===== src/rtl/i2c_target_rx.sv =====
// I2C target write receiver: address match, per-byte ACK/NAK and a one-cycle byte strobe.
// Define I2C_GENERAL_CALL_EN to also accept the general-call address (0x00) and expose gcall.
module i2c_target_rx #(
  parameter logic [6:0] ADDR        = 7'h42,
  parameter int         SYNC_STAGES = 2
) (
  input  logic       clk,
  input  logic       rstn,
  input  logic       scl,
  input  logic       sda,
  output logic       sda_oe,
  input  logic       rx_ready,
  output logic [7:0] data,
  output logic       data_valid,
  output logic       busy,
  output logic       addr_match,
  output logic       stop_det
`ifdef I2C_GENERAL_CALL_EN
  ,
  output logic       gcall
`endif
);

  typedef enum logic [2:0] {
    IDLE     = 3'd0,
    ADDR_ST  = 3'd1,
    ADDR_ACK = 3'd2,
    DATA     = 3'd3,
    DATA_ACK = 3'd4,
    IGNORE   = 3'd5
  } state_t;

  logic [SYNC_STAGES-1:0] scl_sync_reg;
  logic [SYNC_STAGES-1:0] sda_sync_reg;
  logic                   scl_d_reg;
  logic                   sda_d_reg;
  logic                   scl_s;
  logic                   sda_s;
  logic                   scl_rise;
  logic                   scl_fall;
  logic                   start_evt;
  logic                   stop_evt;

  state_t      state_reg, state_next;
  logic [2:0]  bit_cnt_reg, bit_cnt_next;
  logic [7:0]  shift_reg, shift_next;
  logic        byte_done_reg, byte_done_next;
  logic        sda_oe_reg, sda_oe_next;
  logic [7:0]  data_reg, data_next;
  logic        data_valid_reg, data_valid_next;
  logic        busy_reg, busy_next;
  logic        addr_match_reg, addr_match_next;
  logic        stop_det_reg, stop_det_next;
  logic        addr_hit;
  logic        gc_hit;
`ifdef I2C_GENERAL_CALL_EN
  logic        gcall_reg, gcall_next;
`endif

  // Bus idles high, so the synchronisers reset to 1 to avoid phantom edges after reset.
  always_ff @(posedge clk or negedge rstn) begin
    if (!rstn) begin
      scl_sync_reg <= '1;
      sda_sync_reg <= '1;
      scl_d_reg    <= 1'b1;
      sda_d_reg    <= 1'b1;
    end else begin
      scl_sync_reg <= {scl_sync_reg[SYNC_STAGES-2:0], scl};
      sda_sync_reg <= {sda_sync_reg[SYNC_STAGES-2:0], sda};
      scl_d_reg    <= scl_s;
      sda_d_reg    <= sda_s;
    end
  end

  assign scl_s     = scl_sync_reg[SYNC_STAGES-1];
  assign sda_s     = sda_sync_reg[SYNC_STAGES-1];
  assign scl_rise  = scl_s & ~scl_d_reg;
  assign scl_fall  = ~scl_s & scl_d_reg;
  assign start_evt = scl_s & sda_d_reg & ~sda_s;
  assign stop_evt  = scl_s & ~sda_d_reg & sda_s;

  assign addr_hit = (shift_reg[7:1] == ADDR) && !shift_reg[0];
`ifdef I2C_GENERAL_CALL_EN
  assign gc_hit = (shift_reg == 8'h00);
`else
  assign gc_hit = 1'b0;
`endif

  always_ff @(posedge clk or negedge rstn) begin
    if (!rstn) begin
      state_reg      <= IDLE;
      bit_cnt_reg    <= 3'd0;
      shift_reg      <= 8'h00;
      byte_done_reg  <= 1'b0;
      sda_oe_reg     <= 1'b0;
      data_reg       <= 8'h00;
      data_valid_reg <= 1'b0;
      busy_reg       <= 1'b0;
      addr_match_reg <= 1'b0;
      stop_det_reg   <= 1'b0;
`ifdef I2C_GENERAL_CALL_EN
      gcall_reg      <= 1'b0;
`endif
    end else begin
      state_reg      <= state_next;
      bit_cnt_reg    <= bit_cnt_next;
      shift_reg      <= shift_next;
      byte_done_reg  <= byte_done_next;
      sda_oe_reg     <= sda_oe_next;
      data_reg       <= data_next;
      data_valid_reg <= data_valid_next;
      busy_reg       <= busy_next;
      addr_match_reg <= addr_match_next;
      stop_det_reg   <= stop_det_next;
`ifdef I2C_GENERAL_CALL_EN
      gcall_reg      <= gcall_next;
`endif
    end
  end

  // Byte-level decisions are taken on the SCL fall after the 8th bit, so SDA only moves while SCL is low.
  always_comb begin
    state_next = state_reg;
    if (stop_evt) begin
      state_next = IDLE;
    end else if (start_evt) begin
      state_next = ADDR_ST;
    end else if (scl_fall) begin
      case (state_reg)
        ADDR_ST:  if (byte_done_reg) state_next = (addr_hit || gc_hit) ? ADDR_ACK : IGNORE;
        ADDR_ACK: state_next = DATA;
        DATA:     if (byte_done_reg) state_next = rx_ready ? DATA_ACK : IGNORE;
        DATA_ACK: state_next = DATA;
        default:  state_next = state_reg;
      endcase
    end
  end

  always_comb begin
    bit_cnt_next    = bit_cnt_reg;
    shift_next      = shift_reg;
    byte_done_next  = byte_done_reg;
    sda_oe_next     = sda_oe_reg;
    data_next       = data_reg;
    data_valid_next = 1'b0;
    busy_next       = busy_reg;
    addr_match_next = addr_match_reg;
    stop_det_next   = 1'b0;
`ifdef I2C_GENERAL_CALL_EN
    gcall_next      = gcall_reg;
`endif
    if (stop_evt) begin
      sda_oe_next     = 1'b0;
      busy_next       = 1'b0;
      addr_match_next = 1'b0;
      stop_det_next   = busy_reg;
      bit_cnt_next    = 3'd0;
      byte_done_next  = 1'b0;
`ifdef I2C_GENERAL_CALL_EN
      gcall_next      = 1'b0;
`endif
    end else if (start_evt) begin
      sda_oe_next     = 1'b0;
      busy_next       = 1'b1;
      addr_match_next = 1'b0;
      bit_cnt_next    = 3'd0;
      byte_done_next  = 1'b0;
`ifdef I2C_GENERAL_CALL_EN
      gcall_next      = 1'b0;
`endif
    end else begin
      if (scl_rise && (state_reg == ADDR_ST || state_reg == DATA) && !byte_done_reg) begin
        shift_next   = {shift_reg[6:0], sda_s};
        bit_cnt_next = bit_cnt_reg + 3'd1;
        if (bit_cnt_reg == 3'd7) byte_done_next = 1'b1;
      end
      if (scl_fall) begin
        case (state_reg)
          ADDR_ST: begin
            if (byte_done_reg) begin
              byte_done_next = 1'b0;
              if (addr_hit || gc_hit) begin
                sda_oe_next     = 1'b1;
                addr_match_next = 1'b1;
`ifdef I2C_GENERAL_CALL_EN
                gcall_next      = gc_hit;
`endif
              end
            end
          end
          DATA: begin
            if (byte_done_reg) begin
              byte_done_next = 1'b0;
              if (rx_ready) begin
                data_next       = shift_reg;
                data_valid_next = 1'b1;
                sda_oe_next     = 1'b1;
              end
            end
          end
          ADDR_ACK, DATA_ACK: begin
            sda_oe_next  = 1'b0;
            bit_cnt_next = 3'd0;
          end
          default: sda_oe_next = 1'b0;
        endcase
      end
    end
  end

  assign sda_oe     = sda_oe_reg;
  assign data       = data_reg;
  assign data_valid = data_valid_reg;
  assign busy       = busy_reg;
  assign addr_match = addr_match_reg;
  assign stop_det   = stop_det_reg;
`ifdef I2C_GENERAL_CALL_EN
  assign gcall      = gcall_reg;
`endif

endmodule


===== config.mk =====
export PLATFORM = sky130hd
export DESIGN_NAME = i2c_target_rx
export DESIGN_NICKNAME = d
export VERILOG_FILES = /design/src/rtl/i2c_target_rx.sv
export SDC_FILE = /design/constraint.sdc
export NUM_CORES = 1
export LEC_CHECK = 0
export CAP_MARGIN = 20
export CELL_PAD_IN_SITES_DETAIL_PLACEMENT = 1
export CELL_PAD_IN_SITES_GLOBAL_PLACEMENT = 1
export CORE_MARGIN = 3
export CORE_UTILIZATION = 36
export DETAILED_ROUTE_END_ITERATION = 7
export GPL_ROUTABILITY_DRIVEN = 0
export PLACE_DENSITY = 0.69
export SLEW_MARGIN = 20
export SYNTH_ARGS = -nofsm -noshare
export SYNTH_HDL_FRONTEND = slang
export SYNTH_SLANG_ARGS = --single-unit

===== constraint.sdc =====
create_clock -name clk -period 2.6 [get_ports clk]
set_input_delay 0.52 -clock clk [delete_from_list [all_inputs] [get_ports clk]]
set_output_delay 0.52 -clock clk [all_outputs]
set_load 0.03 [all_outputs]

==> run_results.csv <==
group,metric,value,unit
status,status,"finished clean",
synthesis,syn_inst,111,
finish,fin_area,1800,sq um
timing,hold_viol,0,
timing,setup_tns,0,ns
synthesis,synth_top_area_share,0.461,
timing,rsz0062_at_grt,"false",
cts,root_buffer,"clkbuf_8",
critical_path,rr_worst_depth,4,
critical_path,reg2reg_slack,0.66,ns
placement,port_buffers,17,
hold_path,whs_path_depth,0,
synthesis,yosysMostFrequentCell,"dfrtp_1",
timing,fin_hold_ws,0.356,ns
floorplanning,die_y,71.0,microns
detailed_routing,wl_per_cell,14.7,microns
synthesis,synth-edff-count,0,
synthesis,synth_area_leader_cell,"dfrtp_1",
cts,postCtsSetupRepairBufs,0,
global_routing,grt_util_all_layers,0.119,
critical_path,path_cells,"nand2b_4, or4b_4, nand2b_4, mux2_4",
critical_path,worstPathArrival,2.10,ns
timing,post-route-period-util,0.745,
cts,clock_sinks,34,
cts,cts_buffers,5,
cts,insertion_delay,0.27,ns
finish,fin_nets,140,
detailed_routing,routed_via_density,5.05,
synthesis,syn_area_per_cell,13.7,sq um
placement,dpl_worst_slack,0.681,ns
global_routing,grt_overflow_total,0,
placement,dp_hpwl,1900,microns
cts,clk_pin_slew,0.06,ns
critical_path,worstPathRequired,2.76,ns
detailed_routing,firstDrtPassIters,4,
global_routing,grt_first_pass_wirelength,4630,microns
timing,worst_slack,0.662,ns
critical_path,critPathLaunchType,"register",
finish,antenna_cells,0,
detailed_routing,dr.first_iter.drc_count,35,
global_routing,grt_pass1_vias,949,
floorplanning,coreArea,3850,sq um
hold_path,min_path_type,"register to register",
critical_path,slowest_stage,"or4b_4",
floorplanning,num_io_pins,18,
synthesis,ys_types,33,
placement,post_dp_cell_area,1720,sq um
finish,syn2layout_area_growth,18.5,%
timing,final_max_slew_viol_count,0,
power_and_ir_drop,p_leak,0.842,nW
power_and_ir_drop,ir_worst_vdd,0.312,mV
critical_path,crit_type,"register to register",
synthesis,syn_area,1520,sq um
detailed_routing,finalWirelength,2670,microns
detailed_routing,drc,0,
timing,relSlewSlack,0.640,
critical_path,end_kind,"register",
synthesis,yosys-top-cells-area,"dfrtp_1, dfstp_2, mux2_4",
cts,cts_tree,"yes",
global_routing,antenna_found_initial,0,
power_and_ir_drop,pwr_density_cell,685,nW/um^2
floorplanning,die_w,71.0,microns
critical_path,crit_fanout,10,
run,maxCapViolations,0,
synthesis,ys_seq_area_frac,0.565,
detailed_routing,ant_nets,0,
timing,finalSetupViolCount,0,
synthesis,syn_nets,118,
synthesis,ys_async_sr_fraction,1.00,
floorplanning,rows,22,
global_routing,grt_max_degree,35,
synthesis,synth_common_cells,"dfrtp_1, mux2_2, mux2_4",
floorplanning,die-area,5030,sq um
critical_path,path_common_cell,"nand2b_4",
power_and_ir_drop,p_total,1.23,mW
synthesis,yosys_warnings,0,
cts,ctsHtreeMaxLevel,2,
finish,layout-drive-gt1-share,0.261,
timing,tightest_slew,0.533,ns
timing,finalCriticalPeriod,1.94,ns
floorplanning,initial_core_util,0.394,
cts,clockBufferDepth,2,
critical_path,cpPeakStageDelay,0.55,ns
synthesis,ys_ff_latch,34,
cts,cts_hold_buffers,0,
detailed_routing,vias,919,
timing,fmax,0.516,GHz
timing,finClkSkew,0.00362,ns
cts,cts_resized,0,
synthesis,synthFlopType,"dfrtp_1",
through the flow:
step | cells | util
2_1_floorplan | 111 | -
3_3_place_gp | 174 | 0.446
3_5_place_dp | 174 | 0.446
4_1_cts | 182 | 0.467
5_1_grt | 182 | 0.467
6_report | 182 | 0.467
report_power, final:
part           internal [mW]  switching [mW]
sequential             0.609          0.0786
combinational          0.122          0.0679
clock                  0.190           0.166
total                  0.920           0.313
placed cells by master (no fill, tap or decap), types with 3 or more instances in the layout:
| cell type | n |
|---|---|
| dfrtp_1 | 28 |
| a21oi_1 | 3 |
| clkbuf_8 | 5 |
| nand3_1 | 3 |
| nor2_1 | 4 |
| o21ai_0 | 4 |
| dfstp_2 | 6 |
| mux2_2 | 8 |
| mux2_4 | 8 |
| nand2_1 | 7 |
| clkbuf_1 | 3 |
| mux2i_1 | 4 |
| clkdlybuf4s50_1 | 17 |
final cells by class:
class	instances	area (sq um)
clock buffers	8	80.1
fillers	431	2050
inverters	2	7.51
multi-input cells	71	608
flip-flops and latches	34	858
well taps	48	60.1
repair buffers	19	185
final timing paths:
check                                     start         endpoint
worst max-delay path               state_reg[2]     shift_reg[7]
min in group asynchronous                  rstn       data_valid
worst min register to register  scl_sync_reg[0]  scl_sync_reg[1]
max in group asynchronous                  rstn  scl_sync_reg[1]
worst min-delay path            scl_sync_reg[0]  scl_sync_reg[1]
worst max register to register     state_reg[2]     shift_reg[7]
worst max-delay path, delay by kind of cell (launching register included):
family / cells / cell delay, ns
mux: 1 / 0.33
simple gates: 3 / 1.01
flops: 1 / 0.48
layer usage:
metal,part of all wire,global-route usage
met1,0.49,0.157
met3,0.040,0.0398
met5,0,0
met2,0.45,0.178
met4,0.018,0.0501
logic make-up after synthesis:
family,count (synthesis),synth area share
DFF,34,0.565
and+or+nand+nor,28,0.122
muxes,20,0.165
AOI/OAI and AO/OA,18,0.0799
buffers and inverters,6,0.0346
xor gates and xnor gates,3,0.0173
adders and majority gates,2,0.0165
Power figures use the tool's default switching activity.
